==> src/rtl/dmem_port_arbiter_if.sv <==
// Bus bundle between the data-memory arbiter, its two requesters and the memory.
// The slave modport is the arbiter's view; the master modport is the environment's.
interface dmem_port_arbiter_if #(
  parameter int ADDR_WIDTH = 32,
  parameter int DATA_WIDTH = 32
);
  localparam int BE_W = DATA_WIDTH / 8;

  logic                  core_req_i;
  logic                  core_we_i;
  logic [BE_W-1:0]       core_be_i;
  logic [ADDR_WIDTH-1:0] core_addr_i;
  logic [DATA_WIDTH-1:0] core_wdata_i;
  logic                  core_gnt_o;
  logic                  core_rvalid_o;
  logic [DATA_WIDTH-1:0] core_rdata_o;
  logic                  core_stall_o;

  logic                  dma_req_i;
  logic                  dma_we_i;
  logic [BE_W-1:0]       dma_be_i;
  logic [ADDR_WIDTH-1:0] dma_addr_i;
  logic [DATA_WIDTH-1:0] dma_wdata_i;
  logic                  dma_gnt_o;
  logic                  dma_rvalid_o;
  logic [DATA_WIDTH-1:0] dma_rdata_o;

  logic [ADDR_WIDTH-1:0] mem_addr_o;
  logic [DATA_WIDTH-1:0] mem_wdata_o;
  logic [BE_W-1:0]       mem_wen_o;
  logic [DATA_WIDTH-1:0] mem_rdata_i;

  modport slave (
    input  core_req_i, core_we_i, core_be_i, core_addr_i, core_wdata_i,
    output core_gnt_o, core_rvalid_o, core_rdata_o, core_stall_o,
    input  dma_req_i, dma_we_i, dma_be_i, dma_addr_i, dma_wdata_i,
    output dma_gnt_o, dma_rvalid_o, dma_rdata_o,
    output mem_addr_o, mem_wdata_o, mem_wen_o,
    input  mem_rdata_i
  );

  modport master (
    output core_req_i, core_we_i, core_be_i, core_addr_i, core_wdata_i,
    input  core_gnt_o, core_rvalid_o, core_rdata_o, core_stall_o,
    output dma_req_i, dma_we_i, dma_be_i, dma_addr_i, dma_wdata_i,
    input  dma_gnt_o, dma_rvalid_o, dma_rdata_o,
    input  mem_addr_o, mem_wdata_o, mem_wen_o,
    output mem_rdata_i
  );
endinterface

==> src/rtl/dmem_port_arbiter.sv <==
// Single-port data memory arbiter: core has fixed priority, DMA is forced through
// after STARVE_LIMIT consecutive denied cycles. Read data returns one cycle later.
module dmem_port_arbiter #(
  parameter int ADDR_WIDTH   = 32,
  parameter int DATA_WIDTH   = 32,
  parameter int STARVE_LIMIT = 4
) (
  input logic                clk,
  input logic                rst,
  dmem_port_arbiter_if.slave bus
);
  localparam logic [3:0] LIMIT = 4'(STARVE_LIMIT);

  localparam logic [1:0] OWN_NONE = 2'd0;
  localparam logic [1:0] OWN_CORE = 2'd1;
  localparam logic [1:0] OWN_DMA  = 2'd2;

  logic [1:0] r_rd_owner;
  logic [3:0] r_starve_cnt;
  logic       w_force_dma;
  logic       w_dma_gnt;
  logic       w_core_gnt;
  logic       w_core_rvalid;
  logic       w_dma_rvalid;

  always_comb begin
    w_force_dma = (r_starve_cnt == LIMIT);
    w_dma_gnt   = ~rst & bus.dma_req_i & (~bus.core_req_i | w_force_dma);
    w_core_gnt  = ~rst & bus.core_req_i & ~w_dma_gnt;
  end

  // Memory is driven only by the winner; idle cycles present an all-zero bus.
  always_comb begin
    bus.mem_addr_o  = '0;
    bus.mem_wdata_o = '0;
    bus.mem_wen_o   = '0;
    if (w_dma_gnt) begin
      bus.mem_addr_o  = bus.dma_addr_i;
      bus.mem_wdata_o = bus.dma_wdata_i;
      bus.mem_wen_o   = bus.dma_we_i ? bus.dma_be_i : '0;
    end else if (w_core_gnt) begin
      bus.mem_addr_o  = bus.core_addr_i;
      bus.mem_wdata_o = bus.core_wdata_i;
      bus.mem_wen_o   = bus.core_we_i ? bus.core_be_i : '0;
    end
  end

  always_ff @(posedge clk) begin
    if (rst) begin
      r_rd_owner   <= OWN_NONE;
      r_starve_cnt <= '0;
    end else begin
      if (w_core_gnt && !bus.core_we_i)
        r_rd_owner <= OWN_CORE;
      else if (w_dma_gnt && !bus.dma_we_i)
        r_rd_owner <= OWN_DMA;
      else
        r_rd_owner <= OWN_NONE;

      if (!bus.dma_req_i || w_dma_gnt)
        r_starve_cnt <= '0;
      else if (r_starve_cnt != LIMIT)
        r_starve_cnt <= r_starve_cnt + 4'd1;
    end
  end

  always_comb begin
    w_core_rvalid     = (r_rd_owner == OWN_CORE);
    w_dma_rvalid      = (r_rd_owner == OWN_DMA);
    bus.core_gnt_o    = w_core_gnt;
    bus.dma_gnt_o     = w_dma_gnt;
    bus.core_stall_o  = bus.core_req_i & ~w_core_gnt;
    bus.core_rvalid_o = w_core_rvalid;
    bus.dma_rvalid_o  = w_dma_rvalid;
    bus.core_rdata_o  = w_core_rvalid ? bus.mem_rdata_i : '0;
    bus.dma_rdata_o   = w_dma_rvalid ? bus.mem_rdata_i : '0;
  end
endmodule

==> src/flat_wrapper.sv <==
// flat-port wrapper written by rule: the top's interface ports become plain ports
module dmem_port_arbiter_flat 
#(
  parameter int ADDR_WIDTH   = 32,
  parameter int DATA_WIDTH   = 32,
  parameter int STARVE_LIMIT = 4
)
  (clk, rst, bus_core_req_i, bus_core_we_i, bus_core_be_i, bus_core_addr_i, bus_core_wdata_i, bus_core_gnt_o, bus_core_rvalid_o, bus_core_rdata_o, bus_core_stall_o, bus_dma_req_i, bus_dma_we_i, bus_dma_be_i, bus_dma_addr_i, bus_dma_wdata_i, bus_dma_gnt_o, bus_dma_rvalid_o, bus_dma_rdata_o, bus_mem_addr_o, bus_mem_wdata_o, bus_mem_wen_o, bus_mem_rdata_i);
  dmem_port_arbiter_if #(.ADDR_WIDTH(ADDR_WIDTH), .DATA_WIDTH(DATA_WIDTH)) bus_i ();
  input logic clk;
  input logic rst;
  input wire logic [$bits(bus_i.core_req_i)-1:0] bus_core_req_i;
  input wire logic [$bits(bus_i.core_we_i)-1:0] bus_core_we_i;
  input wire logic [$bits(bus_i.core_be_i)-1:0] bus_core_be_i;
  input wire logic [$bits(bus_i.core_addr_i)-1:0] bus_core_addr_i;
  input wire logic [$bits(bus_i.core_wdata_i)-1:0] bus_core_wdata_i;
  output wire logic [$bits(bus_i.core_gnt_o)-1:0] bus_core_gnt_o;
  output wire logic [$bits(bus_i.core_rvalid_o)-1:0] bus_core_rvalid_o;
  output wire logic [$bits(bus_i.core_rdata_o)-1:0] bus_core_rdata_o;
  output wire logic [$bits(bus_i.core_stall_o)-1:0] bus_core_stall_o;
  input wire logic [$bits(bus_i.dma_req_i)-1:0] bus_dma_req_i;
  input wire logic [$bits(bus_i.dma_we_i)-1:0] bus_dma_we_i;
  input wire logic [$bits(bus_i.dma_be_i)-1:0] bus_dma_be_i;
  input wire logic [$bits(bus_i.dma_addr_i)-1:0] bus_dma_addr_i;
  input wire logic [$bits(bus_i.dma_wdata_i)-1:0] bus_dma_wdata_i;
  output wire logic [$bits(bus_i.dma_gnt_o)-1:0] bus_dma_gnt_o;
  output wire logic [$bits(bus_i.dma_rvalid_o)-1:0] bus_dma_rvalid_o;
  output wire logic [$bits(bus_i.dma_rdata_o)-1:0] bus_dma_rdata_o;
  output wire logic [$bits(bus_i.mem_addr_o)-1:0] bus_mem_addr_o;
  output wire logic [$bits(bus_i.mem_wdata_o)-1:0] bus_mem_wdata_o;
  output wire logic [$bits(bus_i.mem_wen_o)-1:0] bus_mem_wen_o;
  input wire logic [$bits(bus_i.mem_rdata_i)-1:0] bus_mem_rdata_i;
  assign bus_i.core_req_i = bus_core_req_i;
  assign bus_i.core_we_i = bus_core_we_i;
  assign bus_i.core_be_i = bus_core_be_i;
  assign bus_i.core_addr_i = bus_core_addr_i;
  assign bus_i.core_wdata_i = bus_core_wdata_i;
  assign bus_core_gnt_o = bus_i.core_gnt_o;
  assign bus_core_rvalid_o = bus_i.core_rvalid_o;
  assign bus_core_rdata_o = bus_i.core_rdata_o;
  assign bus_core_stall_o = bus_i.core_stall_o;
  assign bus_i.dma_req_i = bus_dma_req_i;
  assign bus_i.dma_we_i = bus_dma_we_i;
  assign bus_i.dma_be_i = bus_dma_be_i;
  assign bus_i.dma_addr_i = bus_dma_addr_i;
  assign bus_i.dma_wdata_i = bus_dma_wdata_i;
  assign bus_dma_gnt_o = bus_i.dma_gnt_o;
  assign bus_dma_rvalid_o = bus_i.dma_rvalid_o;
  assign bus_dma_rdata_o = bus_i.dma_rdata_o;
  assign bus_mem_addr_o = bus_i.mem_addr_o;
  assign bus_mem_wdata_o = bus_i.mem_wdata_o;
  assign bus_mem_wen_o = bus_i.mem_wen_o;
  assign bus_i.mem_rdata_i = bus_mem_rdata_i;
  dmem_port_arbiter #(.ADDR_WIDTH(ADDR_WIDTH), .DATA_WIDTH(DATA_WIDTH), .STARVE_LIMIT(STARVE_LIMIT)) u_core (.clk(clk), .rst(rst), .bus(bus_i));
endmodule
==> config.mk <==
export PLATFORM = sky130hd
export DESIGN_NAME = dmem_port_arbiter_flat
export DESIGN_NICKNAME = d
export VERILOG_FILES = /design/src/rtl/dmem_port_arbiter_if.sv /design/src/rtl/dmem_port_arbiter.sv /design/src/flat_wrapper.sv
export SDC_FILE = /design/constraint.sdc
export NUM_CORES = 1
export LEC_CHECK = 0
export CAP_MARGIN = 25
export CORE_AREA = 2 2 119 121
export CTS_BUF_LIST = sky130_fd_sc_hd__clkbuf_8
export DETAILED_ROUTE_END_ITERATION = 16
export DIE_AREA = 0 0 121 123
export SYNTH_ARGS = -nofsm -noshare
export SYNTH_HDL_FRONTEND = slang
export SYNTH_SLANG_ARGS = --single-unit
export TNS_END_PERCENT = 100
==> constraint.sdc <==
create_clock -name clk -period 4.7 [get_ports clk]
set_clock_uncertainty 0.2 [all_clocks]
set_input_delay 0.705 -clock clk [delete_from_list [all_inputs] [get_ports clk]]
set_output_delay 0.705 -clock clk [all_outputs]
set_load 0.01 [all_outputs]
# --- Word-level counts from Yosys, hierarchy flattened ---
# Index checks and enable logic that the tools add are counted.
word_totals:
  regBits: 6
  output_inout_bits: 137
  wordCells: 38
  input_bits: 174
classes:
  addsub: 1
  bitwise: 10
  mux: 12
  n_reduce_logical: 8
  eq_ne: 4
ops:
  columns: ["operator", "count"]
  rows:
  - ["$mux 32", 6]
  - ["$mux 4", 4]
  - ["$and 1x1->1", 5]
  - ["$add 4x1->4 const B", 1]
  - ["$eq 4x3->1 const B", 1]
  - ["$ne 4x3->1 const B", 1]
  - ["$not 1->1", 4]
  - ["$reduce_or 2->1", 2]
  - ["$logic_not 1->1", 3]
  - ["$eq 2x1->1 const B", 1]
  - ["$eq 2x2->1 const B", 1]
  - ["$logic_and 1x1->1", 2]
  - ["$mux 2", 1]
  - ["$logic_or 1x1->1", 1]
  - ["$mux 1", 1]
  - ["$or 1x1->1", 1]

# --- Depth between registers and ports, before layout ---
logic_depth:
  ltp_word: 7
  mapped_depth: 7
  mapped_depth_nobuf: 5

# --- Least setup slack after synthesis ---
# Ideal clock, no wire load.
synth_path:
  path_type: "input-to-output"
  from: "input port rst"
  to: "output port bus_mem_addr_o[10]"
  required_ns: 3.795
  arrival_ns: 1.529
  path_stages: 4
  path_buffers: 1
  setup_slack_ns: 2.266
  path_cell_list: "nand2b_1 > a21oi_1 > clkbuf_1 > a22o_1"
synth_between:
  elab_chain_len: 7
  word_cells_on_any_way: 8
  classes_between: "mux (2); bitwise (6)"
synth_rtl:
  columns: ["item", "line", "text"]
  rows:
  - ["start: declaration", "flat_wrapper.sv:11", "input logic rst;"]
  - ["$not 1->1 *", "dmem_port_arbiter.sv:28, dmem_port_arbiter.sv:29", null]
  - ["$and 1x1->1 (2 in series)", "dmem_port_arbiter.sv:28", "w_dma_gnt = ~rst & bus.dma_req_i & (~bus.core_req_i | w_force_dma);"]
  - ["$not 1->1", "dmem_port_arbiter.sv:29", "w_core_gnt = ~rst & bus.core_req_i & ~w_dma_gnt;"]
  - ["$and 1x1->1", "dmem_port_arbiter.sv:29", null]
  - ["$mux 32", "dmem_port_arbiter.sv:41", "end else if (w_core_gnt) begin"]
  - ["$mux 32 *", "dmem_port_arbiter.sv:37", "if (w_dma_gnt) begin"]
  - ["end: declaration", "flat_wrapper.sv:29", "output wire logic [$bits(bus_i.mem_addr_o)-1:0] bus_mem_addr_o;"]
# Every way passes the cells marked *; elsewhere a longest branch is shown, timed or not.

# --- Worst setup path in the final report ---
layout_path:
  from: "input port bus_core_req_i"
  to: "output port bus_mem_wen_o[3]"
layout_between:
  elab_chain_len: 7
  word_cells_on_any_way: 8
  classes_between: "mux (2); bitwise (6)"
layout_rtl:
  columns: ["item", "line", "text"]
  rows:
  - ["start: declaration", "flat_wrapper.sv:12", "input wire logic [$bits(bus_i.core_req_i)-1:0] bus_core_req_i;"]
  - ["$not 1->1", "dmem_port_arbiter.sv:28", null]
  - ["$or 1x1->1", "dmem_port_arbiter.sv:28", null]
  - ["$and 1x1->1", "dmem_port_arbiter.sv:28", null]
  - ["$not 1->1", "dmem_port_arbiter.sv:29", null]
  - ["$and 1x1->1", "dmem_port_arbiter.sv:29", null]
  - ["$mux 4", "dmem_port_arbiter.sv:41", null]
  - ["$mux 4 *", "dmem_port_arbiter.sv:37", null]
  - ["end: declaration", "flat_wrapper.sv:31", "output wire logic [$bits(bus_i.mem_wen_o)-1:0] bus_mem_wen_o;"]
# Marked as above.

==> run summary <==
status - complete, no violations
Reg2Reg Depth - 6
ANT nets after route - 0
leak pwr - 1.76 nW
core area - 0.0136 mm²
Final Cell Area - 0.00472 mm²
Syn Std Cell Area - 0.00140 mm²
Overflow after GRT - 0
I/O Buffers - 310
proportion of power drawn by combinational gates - 73.3%
synth warn - 0
Max Slew Vio Count - 0
Worst IR Drop VDD - 59.5 µV
cells along the critical path - clkdlybuf4s50_1, nand2b_1, a21oi_4, buf_4, a32o_1, clkdlybuf4s50_1
largest net degree at the start of global routing - 72
Worst path slowest cell - clkdlybuf4s50_1
WL per Instance - 17.0 µm
worst-path maximum fanout - 71
crit path time final - 3910 ps
worst reg2reg path endpoint - u_core.r_rd_owner[0]$_SDFF_PP0_
final setup TNS - 0 ps
WHS Path Cells - 1
hold buffer count at cts - 0
period utilization - 83.1%
nets@finish - 659
pre-CTS setup slack - 740 ps
Area after DPL - 0.00468 mm²
register area share after synthesis - 8.57%
relative slew slack - 44.3%
internal power - 346 µW
post-CTS sizing - 0
RSZ-0062 raised after global routing - no
Power Density - 102 mW/mm²
Die H - 123 µm
FILL cells - 1403
CTS sink count - 6
critical path capture point type - output port
placed cells - 658
commonest non-fill, non-tap cell in the layout - clkdlybuf4s50_1
Hold Crit Start - u_core.r_starve_cnt[0]$_SDFFE_PP0N_
Syn Nets - 360
CP required - 3800 ps
Worst Path Arrival - 3000 ps
register bit count reported by yosys - 6
Cells after Synth - 184
CTS Buf Count - 3
number of global-route vias before repair - 2602
WHS - 264 ps
I/O pin count - 311
type of origin of the critical path - input port
Skew-Pair Late Insertion Delay - 220 ps
Max Fclk - 0.256 GHz
CTS Buffer Depth - 2
drt first pass iters - 4
CTS tree - built
Net Sw Frac - 28.0%
Fin. Hold Viols - 0
CTS root buffer - clkbuf_8
Tot GR Track Use - 13.3%
Post-Route WL - 11300 µm
Hold Crit Class - register to register
fin cells - 661
Area growth syn-to-layout - 237%
max_cap viols - 0
num rows - 43
setup ws final - 793 ps
crit-path most repeated cell - clkdlybuf4s50_1
Final setup viols - 0
first-pass GRT wire length - 15200 µm
Reg power frac - 11.0%
Worst-path clk slew - 30 ps
commonest non-fill, non-tap cells in the layout - clkdlybuf4s50_1 (310), and2_1 (65), a22o_1 (64)
clock power share - 15.7%
die width - 121 µm
initial antenna violation count - 0
post-route DRC violation count - 0
DPL Wire Length - 10100 µm
hold path endpoint - u_core.r_starve_cnt[0]$_SDFFE_PP0N_
Slew @ Worst Pin - 831 ps
Diodes inserted - 0
RR Startpoint - u_core.r_starve_cnt[0]$_SDFFE_PP0N_
Vias/cell - 4.03
die area - 0.0149 mm²
syn avg cell area - 7.62 µm²
GP Congestion - 0.812
H-tree Lvls - 1
routed via count - 2667
Netlist cell types - 21
layout cells sized above 1 - 2.29%
DR iter-0 viols - 81
crit-path max cell delay - 570 ps
initial core utilization - 10.3%
flop-to-flop setup slack - 2590 ps
setup bufs post-CTS - 0
critical path class - input port to output port
switching power - 135 µW
-- area by class of cell --
class | count | area [µm²] | area share, %
Timing Repair Buffer | 314 | 3150 | 66.6
Multi-Input combinational cell | 154 | 1170 | 24.9
Tap cell | 180 | 225 | 4.77
Sequential cell | 6 | 120 | 2.54
Clock buffer | 3 | 41.3 | 0.875
Inverter | 4 | 15.0 | 0.318
-- stage by stage --
stage | power (mW) | utilization, %
after floorplan | 0.145 | -
after global placement | 0.408 | 34.4
after detailed placement | 0.409 | 34.4
after CTS | 0.488 | 34.7
after global routing | 0.507 | 34.7
final | 0.480 | 34.7
-- critical path: cells and delay by family --
family,cells,cell delay (ps)
AO/OA/AOI/OAI,2,450
AND/OR/NAND/NOR,1,130
buffers and inverters,3,1680
-- how the worst max path moves through the flow --
| stage | cells after the start | slack (ps) | startpoint | to |
|---|---|---|---|---|
| final | 6 | 790 | bus_core_req_i | bus_mem_wen_o[3] |
| after global routing | 6 | 630 | bus_core_req_i | bus_mem_wen_o[3] |
| after CTS | 6 | 740 | bus_core_req_i | bus_mem_wen_o[3] |
| after detailed placement | 6 | 740 | bus_core_req_i | bus_mem_wen_o[3] |
| after global placement | 6 | 760 | bus_core_req_i | bus_mem_wen_o[3] |
| after floorplan | 4 | 2270 | rst | bus_mem_addr_o[10] |
-- routing by layer --
layer | wire [µm] | track usage [%] | vias up
met5 | 0 | 0 | -
met4 | 22 | 1.09 | 0
met3 | 1330 | 3.78 | 2
met2 | 5910 | 25.7 | 203
met1 | 3990 | 15.0 | 1185
li1 | - | - | 1277
-- cells in the mapped netlist, drive strengths merged --
library cell	instances	area share [%]
and2	65	29
a22o	64	40
buf	13	5.5
clkbuf	7	1.9
dfxtp	6	8.6
a32o	4	2.9
inv	4	1.1
nor2	4	1.1
nor2b	4	1.8
a21oi	2	1.5
ha	2	1.8
nand2b	2	0.89
a211oi	1	0.54
and3b	1	0.71
nand3	1	0.36
nand3b	1	0.54
or3b	1	0.63
xnor2	1	0.63
xor2	1	0.63
-- sequential cells by signal (all words and copies together) (netlist names) --
signal	cells
u_core.r_rd_owner	2
u_core.r_starve_cnt	4
-- cells by family (layout without fill, tap and decap cells) --
family	count (synthesis)	in the layout	synth area share, %
and+or+nand+nor	79	79	35.0
buffers and inverters	24	321	8.48
DFF	6	6	8.57
AOI/OAI and AO/OA	71	71	44.9
xor gates and xnor gates	2	2	1.25
adders and majority gates	2	2	1.79
-- power groups by stage --
stage | sequential, mW | clock [mW] | combinational, mW
after floorplan | 0.0535 | 0 | 0.0918
after global routing | 0.0531 | 0.0809 | 0.373
after global placement | 0.0536 | 0 | 0.354
after detailed placement | 0.0538 | 0 | 0.355
final | 0.0530 | 0.0754 | 0.352
after CTS | 0.0530 | 0.0782 | 0.357
Power figures use the tool's default switching activity.
